[src/rtl/mc_ctrl.sv]
// mc_ctrl: multicycle control unit for the RV32I-subset core.
// A Moore FSM steps each instruction through fetch, decode, execute,
// memory and writeback. It drives the shared ALU's operand selects and op
// code, and the PC, IR, register-file and memory strobes.
module mc_ctrl (
  input  logic       clk,
  input  logic       rst_n,
  input  logic [6:0] op,
  input  logic [2:0] funct3,
  input  logic       funct7b5,
  input  logic [3:0] flags,
  input  logic       mem_ready,
  output logic       pc_write,
  output logic       adr_src,
  output logic       mem_write,
  output logic       mem_req,
  output logic       ir_write,
  output logic       reg_write,
  output logic [1:0] result_src,
  output logic [1:0] alu_src_a,
  output logic [1:0] alu_src_b,
  output logic [1:0] imm_src,
  output logic [2:0] alu_op,
  output logic       illegal,
  output logic [3:0] state
);

  typedef enum logic [3:0] {
    FETCH    = 4'd0,
    DECODE   = 4'd1,
    MEMADR   = 4'd2,
    MEMREAD  = 4'd3,
    MEMWB    = 4'd4,
    MEMWRITE = 4'd5,
    EXECR    = 4'd6,
    EXECI    = 4'd7,
    ALUWB    = 4'd8,
    BRANCH   = 4'd9,
    JAL      = 4'd10
  } state_t;

  localparam logic [6:0] OP_LW   = 7'b0000011;
  localparam logic [6:0] OP_SW   = 7'b0100011;
  localparam logic [6:0] OP_R    = 7'b0110011;
  localparam logic [6:0] OP_I    = 7'b0010011;
  localparam logic [6:0] OP_BR   = 7'b1100011;
  localparam logic [6:0] OP_JAL  = 7'b1101111;

  localparam logic [2:0] ALU_ADD = 3'b000;
  localparam logic [2:0] ALU_SUB = 3'b001;
  localparam logic [2:0] ALU_AND = 3'b010;
  localparam logic [2:0] ALU_OR  = 3'b011;
  localparam logic [2:0] ALU_SLT = 3'b101;

  state_t cur;
  state_t nxt;
  state_t cur_eff;
  state_t dec_target;
  logic   alu_f3_ok;
  logic   zero;
  logic   flags_unused;

  // Branches only look at Z; the remaining flags are carried for future use.
  assign zero         = flags[2];
  assign flags_unused = ^{flags[3], flags[1:0]};
  assign state        = cur;

  // While reset is held, outputs present the FETCH decode of the datapath.
  assign cur_eff = rst_n ? cur : FETCH;

  // funct3 values the ALU path supports: add/sub, slt, or, and.
  assign alu_f3_ok = (funct3 == 3'b000) || (funct3 == 3'b010) ||
                     (funct3 == 3'b110) || (funct3 == 3'b111);

  // Map funct3 (and funct7b5 for R-type only) onto the ALU op encoding.
  function automatic logic [2:0] alu_dec(input logic [2:0] f3, input logic sub_sel);
    case (f3)
      3'b000:  alu_dec = sub_sel ? ALU_SUB : ALU_ADD;
      3'b010:  alu_dec = ALU_SLT;
      3'b110:  alu_dec = ALU_OR;
      3'b111:  alu_dec = ALU_AND;
      default: alu_dec = ALU_ADD;
    endcase
  endfunction

  // Decode-stage dispatch: unsupported op/funct3 combinations return to FETCH.
  always_comb begin
    // NOTE: every always_comb output gets a default first so no path can infer a latch.
    dec_target = FETCH;
    case (op)
      OP_LW, OP_SW: if (funct3 == 3'b010) dec_target = MEMADR;
      OP_R:         if (alu_f3_ok) dec_target = EXECR;
      OP_I:         if (alu_f3_ok) dec_target = EXECI;
      OP_BR:        if (funct3 == 3'b000 || funct3 == 3'b001) dec_target = BRANCH;
      OP_JAL:       dec_target = JAL;
      default:      dec_target = FETCH;
    endcase
  end

  // Next-state logic; memory states hold until mem_ready.
  always_comb begin
    nxt = cur;
    case (cur)
      FETCH:    nxt = mem_ready ? DECODE : FETCH;
      DECODE:   nxt = dec_target;
      MEMADR:   nxt = (op == OP_SW) ? MEMWRITE : MEMREAD;
      MEMREAD:  nxt = mem_ready ? MEMWB : MEMREAD;
      MEMWB:    nxt = FETCH;
      MEMWRITE: nxt = mem_ready ? FETCH : MEMWRITE;
      EXECR:    nxt = ALUWB;
      EXECI:    nxt = ALUWB;
      ALUWB:    nxt = FETCH;
      BRANCH:   nxt = FETCH;
      JAL:      nxt = ALUWB;
      default:  nxt = FETCH;
    endcase
  end

  // State register with synchronous active-low reset.
  always_ff @(posedge clk) begin
    // NOTE: sequential state uses non-blocking assignment so all flops update together.
    if (!rst_n) cur <= FETCH;
    else        cur <= nxt;
  end

  // Moore output decode; write and request strobes are gated off during reset.
  always_comb begin
    pc_write   = 1'b0;
    adr_src    = 1'b0;
    mem_write  = 1'b0;
    mem_req    = 1'b0;
    ir_write   = 1'b0;
    reg_write  = 1'b0;
    result_src = 2'b00;
    alu_src_a  = 2'b00;
    alu_src_b  = 2'b00;
    imm_src    = 2'b00;
    alu_op     = ALU_ADD;
    illegal    = 1'b0;
    case (cur_eff)
      FETCH: begin
        mem_req    = 1'b1;
        alu_src_b  = 2'b10;
        result_src = 2'b10;
        ir_write   = mem_ready;
        pc_write   = mem_ready;
      end
      DECODE: begin
        alu_src_a = 2'b01;
        alu_src_b = 2'b01;
        case (op)
          OP_SW:   imm_src = 2'b01;
          OP_BR:   imm_src = 2'b10;
          OP_JAL:  imm_src = 2'b11;
          default: imm_src = 2'b00;
        endcase
        illegal = (dec_target == FETCH);
      end
      MEMADR: begin
        alu_src_a = 2'b10;
        alu_src_b = 2'b01;
        imm_src   = (op == OP_SW) ? 2'b01 : 2'b00;
      end
      MEMREAD: begin
        mem_req = 1'b1;
        adr_src = 1'b1;
      end
      MEMWB: begin
        result_src = 2'b01;
        reg_write  = 1'b1;
      end
      MEMWRITE: begin
        mem_req   = 1'b1;
        mem_write = 1'b1;
        adr_src   = 1'b1;
      end
      EXECR: begin
        alu_src_a = 2'b10;
        alu_src_b = 2'b00;
        alu_op    = alu_dec(funct3, funct7b5);
      end
      EXECI: begin
        alu_src_a = 2'b10;
        alu_src_b = 2'b01;
        alu_op    = alu_dec(funct3, 1'b0);
      end
      ALUWB: begin
        result_src = 2'b00;
        reg_write  = 1'b1;
      end
      BRANCH: begin
        alu_src_a = 2'b10;
        alu_src_b = 2'b00;
        alu_op    = ALU_SUB;
        pc_write  = (funct3 == 3'b000) ? zero : ~zero;
      end
      JAL: begin
        alu_src_a = 2'b01;
        alu_src_b = 2'b10;
        pc_write  = 1'b1;
      end
      default: ;
    endcase
    if (!rst_n) begin
      pc_write  = 1'b0;
      ir_write  = 1'b0;
      reg_write = 1'b0;
      mem_write = 1'b0;
      mem_req   = 1'b0;
      illegal   = 1'b0;
    end
  end

endmodule

[config.mk]
export PLATFORM = sky130hd
export DESIGN_NAME = mc_ctrl
export DESIGN_NICKNAME = d
export VERILOG_FILES = /design/src/rtl/mc_ctrl.sv
export SDC_FILE = /design/constraint.sdc
export NUM_CORES = 1
export LEC_CHECK = 0
export ABC_AREA = 1
export CORE_ASPECT_RATIO = 1.1
export CORE_UTILIZATION = 32
export DETAILED_ROUTE_END_ITERATION = 12
export GPL_TIMING_DRIVEN = 0
export PLACE_DENSITY = 0.87
export SETUP_SLACK_MARGIN = 0.02
export SYNTH_ARGS = -nofsm -noshare
export SYNTH_HDL_FRONTEND = slang
export SYNTH_SLANG_ARGS = --single-unit
[constraint.sdc]
create_clock -name clk -period 1.45 [get_ports clk]
set_clock_uncertainty 0.15 [all_clocks]
set_input_delay 0.29 -clock clk [delete_from_list [all_inputs] [get_ports clk]]
set_output_delay 0.29 -clock clk [all_outputs]
set_load 0.02 [all_outputs]
* Word-level counts from Yosys, hierarchy flattened
Cells that the tools add are included.
Cells by class: reduce and logical (&&, ||, !) cells 17, multiplexer cells 35, bitwise logic cells 1, eq/ne operators 27
Operators with widths (count):
- $eq A4 B3 Y1 const B | 7
- $pmux W4 S6 | 1
- $pmux W4 S5 | 1
- $pmux W3 S3 | 2
- $eq A4 B2 Y1 const B | 4
- $eq A4 B4 Y1 const B | 4
- $mux W1 | 16
- $pmux W2 S2 | 4
- $mux W3 | 5
- $eq A7 B6 Y1 const B | 2
- $eq A7 B7 Y1 const B | 2
- $logic_not A4 Y1 | 3
- $pmux W3 S4 | 1
- $reduce_or A2 Y1 | 5
- $reduce_or A3 Y1 | 3
- $eq A4 B1 Y1 const B | 2
- $mux W4 | 2
- $eq A7 B2 Y1 const B | 1
- $eq A7 B5 Y1 const B | 1
- $eq A3 B3 Y1 const B | 2
- $pmux W2 S3 | 1
- $logic_or A1 B1 Y1 | 4
- $reduce_or A4 Y1 | 1
- $eq A3 B1 Y1 const B | 1
- 5 further kinds | 5
Word-level totals: input bits 18, word-level logic and storage cells 81, flip-flop bits (word level) 4

* Logic depth before layout (Yosys ltp)
depth after elaboration 9, gate-level depth with buffers 8

* Worst setup path before layout
OpenSTA, ideal clock, no wires.
kind register to output, from register cur[1], in the netlist state[1], to output alu_src_a[1], cell stages (with the launch flop) 4, arrival time 1.539 ns, slack -0.529 ns, path through dfxtp_1 -> buf_6 -> nand2_1 -> o311ai_0
On the way: word-level cells in the longest chain between the ends 4, elaborated cells between the ends (all ways) 10, classes of those cells eq/ne (6); mux (2); reduce/logical (2)
RTL lines:
- from (decl) | RTL line 55 | state_t cur;
- from (signal assigned) | RTL line 123 | else cur <= nxt;
- $mux W4 (*) | RTL line 69 | assign cur_eff = rst_n ? cur : FETCH;
- $eq A4 B3 Y1 (tied with other cells) | RTL line 140 | case (cur_eff)
- $reduce_or A4 Y1 (no source line) or $reduce_or A2 Y1 (tied branches)
- $pmux W2 S2 (*) | RTL line 140
- to (decl) | RTL line 20 | output logic [1:0] alu_src_a,
Mark *: on every way between the ends. The rest lies on a longest branch, timed or not.

* Worst setup path after layout
from register cur[0], in the netlist state[0], to output imm_src[0]
On the way: word-level cells in the longest chain between the ends 3, elaborated cells between the ends (all ways) 4, classes of those cells eq/ne (2); mux (2)
RTL lines:
- $mux W4 (*) | RTL line 69
- $eq A4 B2 Y1 or $eq A4 B1 Y1 (tied branches) | RTL line 140
- $pmux W2 S2 (*) | RTL line 140
- to (decl) | RTL line 22 | output logic [1:0] imm_src,
Marks and branches as above.

==> results <==
- The yosys synthesis warning count is 0.
- The number of design-rule violations left by the first detailed-router iteration is 64.
- The floorplan row count is 16.
- Across all hold checks on the routed design, the worst slack comes to 0.314 ns.
- In this run the worst setup path begins at state[0].
- The floorplan step set the die height to 48.2 um.
- The analysis attributes to net switching a power of 0.194 mW.
- Setup slack on the worst reg-to-reg path comes out at -0.10 ns.
- The total wire length after detailed routing is 3710 um.
- The worst relative slew slack is 79.2%.
- The share of power burned in combinational logic is 48.0%.
- The most critical setup path has its endpoint at imm_src[0].
- After detailed routing, the average wire length per cell comes to 19.5 um.
- The core occupancy in the finished layout is 86.7%.
- The endpoint identified for the worst register-to-register timing path is state[0].
- The internal power consumption is 0.299 mW.
- Yosys mapped a number of flops with a built-in enable equal to 0.
- The clock latency reported for the late side of the worst-skew pair is 0.24 ns.
- The gate count of the mapped netlist is 114.
- TritonCTS built the clock tree.
- Adding up every negative setup slack in the final design gives -7.30 ns.
- The required arrival time at the worst endpoint is 1.01 ns.
- The capturing element type of the critical path is an output port.
- The top achievable clock speed is 0.502 GHz.
- The max-capacitance violation count is 0.
- The initial utilization of the core area, before any placement, comes to 34.5%.
- The setup-violating endpoint count in the final report is 22.
- At the worst endpoint, the arrival time is 1.55 ns.
- The antenna diode instance count is 0.
- The synthesis-to-layout area growth is 151%.
- The post-route cell area is 1560 sq um.
- The fraction of layout cells with a size suffix above 1 is 66.9%.
- In the routed layout, each cell is associated on average with a via count of 5.97.
- Of all flip-flops after synthesis, the portion carrying an async set or reset was 0%.
- The clock group share of total power is 29.2%.
- The tree is rooted in a sky130_fd_sc_hd__clkbuf_4.
- The unique cell type count in the Yosys netlist is 24.
- The quantity of I/O buffers inserted on ports is 35.
- The origin of the critical flop-to-flop path is state[0].
- Yosys instantiated no cell more often than sky130_fd_sc_hd__nand2_1.
- Summed over all cells, the static leakage comes to 0.706 nW.
- Fill cells in the final layout number 84.
- The cell accounting for the most synthesized area is sky130_fd_sc_hd__nand2_1.
- The count of TritonRoute iterations in the first routing pass is 11.
- The first global-routing pass estimated 4100 um of wire.
- The switching share of power is 39.4%.
- The number of top-level pins is 40.
- The run finished, with violations left.
- For this run, the post-layout net count is 192.
- The commonest register cell after synthesis is sky130_fd_sc_hd__dfxtp_1.
- For this design, the sink count on the clock tree is 4.
- The critical path startpoint category is a register.
- The path type of the worst setup path is register to output port.
- The number of levels the H-tree was split into is 1.
- The checks that failed: design-rule violations, negative setup slack.
- Setup repair after global routing could not meet its margin everywhere.
- The count of pins over their slew limit is 0.
- Summing all placed instances gives a cell area of 1090 sq um.
- The peak fanout along the critical path is 5.
- The number of synthesized register bits is 4.
- In this run, flip-flops and latches consume 22.8% of the power.
- The vias after detailed routing is 1134.
- The final-report hold violation count came to 0.
- No sink is reached through more buffers than the 2 on the longest clock path.
- The global placer's final weighted congestion is 0.839.
- At the pin with the least slew margin, the transition time is 0.312 ns.
- The number of antenna violations at the first check in global routing is 0.
- Once detailed placement completed, the half-perimeter wirelength came to 1520 um.
- The depth of the worst register-to-register path is 9.
- The power density of the placed cells is 316 nW/um^2.
- In the routed design, unresolved DRC markers number 2.
- Entering global routing, the biggest net connects 10 pins.
- The core region is 1800 sq um.
- The horizontal extent of the die is 44.0 um.
- The overall die area is 2120 sq um.
- The post-route non-filler standard cell count is 190.
- The number of global-route vias before repair is 936.
- The slack of the critical path is -0.541 ns.
- Each instance of the synthesized netlist takes up on average 5.45 sq um.
- The register with the most flip-flops in the layout has 4 of them.
- In this run the worst hold path is classified as input port to register.
- The number of CTS-inserted buffers is 3.
- The total global routing overflow is 0.
- In this run the remaining antenna-violating nets after routing total 0.
- The sequential share of the synthesized area is 12.9%.
- The worst-case IR drop observed on VDD is 462 uV.
- In this run the cell area of the synthesized design comes to 622 sq um.
- The final critical path takes up 137% of the cycle.
- The synthesized netlist net count is 132.
- Counting instances in the post-synthesis netlist gives the leading cell types as sky130_fd_sc_hd__nand2_1, sky130_fd_sc_hd__nor2_1, sky130_fd_sc_hd__inv_1.
- The overall routing resource usage is 26.1%.
- After detailed placement, the design holds a cell count of 167.
- The top cell type's share of synthesized area is 19.3%.
- The shortest period the worst path allows is 1.99 ns.
- Clock-pin slew was measured on the worst setup and hold paths at 0.04 ns.
- Yosys attributes the largest share of cell area to sky130_fd_sc_hd__nand2_1, sky130_fd_sc_hd__nor2_1, sky130_fd_sc_hd__dfxtp_1.
-- cells in the final DEF (no fill, tap or decap), drive strengths merged, types with 3 or more instances in the layout --
| cell | instances |
|---|---|
| buf | 40 |
| nor3 | 7 |
| dfxtp | 4 |
| clkbuf | 3 |
| nand3 | 7 |
| nand2 | 33 |
| nor2 | 26 |
| o21ai | 4 |
| a21oi | 7 |
| clkdlybuf4s50 | 3 |
| dlygate4sd2 | 12 |
| inv | 16 |
-- worst min-delay path by stage --
stage	cells after the start	slack (ns)	endpoint	startpoint
2_1_floorplan	3	0.37	state[0]	mem_ready
3_3_place_gp	3	0.49	state[2]	rst_n
3_5_place_dp	3	0.50	state[0]	rst_n
4_1_cts	3	0.27	state[0]	rst_n
5_1_grt	3	0.30	state[3]	rst_n
6_report	3	0.31	state[0]	rst_n
-- cell type report --
cell class              instances  area (sq um)  share of cell area [%]
multi-input cells              91           774                    49.6
repair buffers                 55           533                    34.1
flip-flops and latches          4          92.6                    5.92
inverters                      17          91.3                    5.84
plain buffers                   2          26.3                    1.68
clock buffers                   3          22.5                    1.44
well taps                      18          22.5                    1.44
-- metal layers --
layer | wire (um) | GRT usage [%]
met5 | 0 | 0
met4 | 210 | 6.67
met3 | 299 | 2.96
met2 | 1880 | 54.7
met1 | 1330 | 27.9
-- stage by stage --
step | setup WS [ns] | total power, mW
CTS | -0.427 | 0.451
detailed placement | -1.08 | 0.290
finish | -0.541 | 0.493
floorplan | -0.252 | 0.213
global placement | -1.08 | 0.287
global route | -0.591 | 0.519
-- power groups by stage --
stage	Sequential (mW)	Combinational, mW	Clock (mW)
4_1_cts	0.111	0.197	0.143
5_1_grt	0.112	0.248	0.159
3_3_place_gp	0.117	0.170	0
2_1_floorplan	0.119	0.0943	0
6_report	0.112	0.237	0.144
3_5_place_dp	0.116	0.174	0
-- cell families (layout without fill, tap and decap cells) --
logic type / Yosys count / in the layout / share of synthesized area, %
AOI/OAI and AO/OA: 16 / 16 / 16.7
DFF: 4 / 4 / 12.9
buffers and inverters: 19 / 77 / 14.3
and+or+nand+nor: 75 / 75 / 56.1
-- worst max-delay path: stages (launching register included) --
cell                      delay (ns)
sky130_fd_sc_hd__dfxtp_4        0.38
sky130_fd_sc_hd__inv_6          0.06
sky130_fd_sc_hd__nor2_4         0.18
sky130_fd_sc_hd__inv_4          0.07
sky130_fd_sc_hd__nor2_4         0.17
sky130_fd_sc_hd__nand2_4        0.13
sky130_fd_sc_hd__o22ai_4        0.17
sky130_fd_sc_hd__buf_6          0.14
-- what timing repair did --
action	in CTS	in global routing
setup buffers	16	6
setup endpoints to repair	26	23
hold buffers	0	0
pin swaps	19	21
gates resized for setup	165	40
Note: power is estimated with default switching activity, not from simulation.
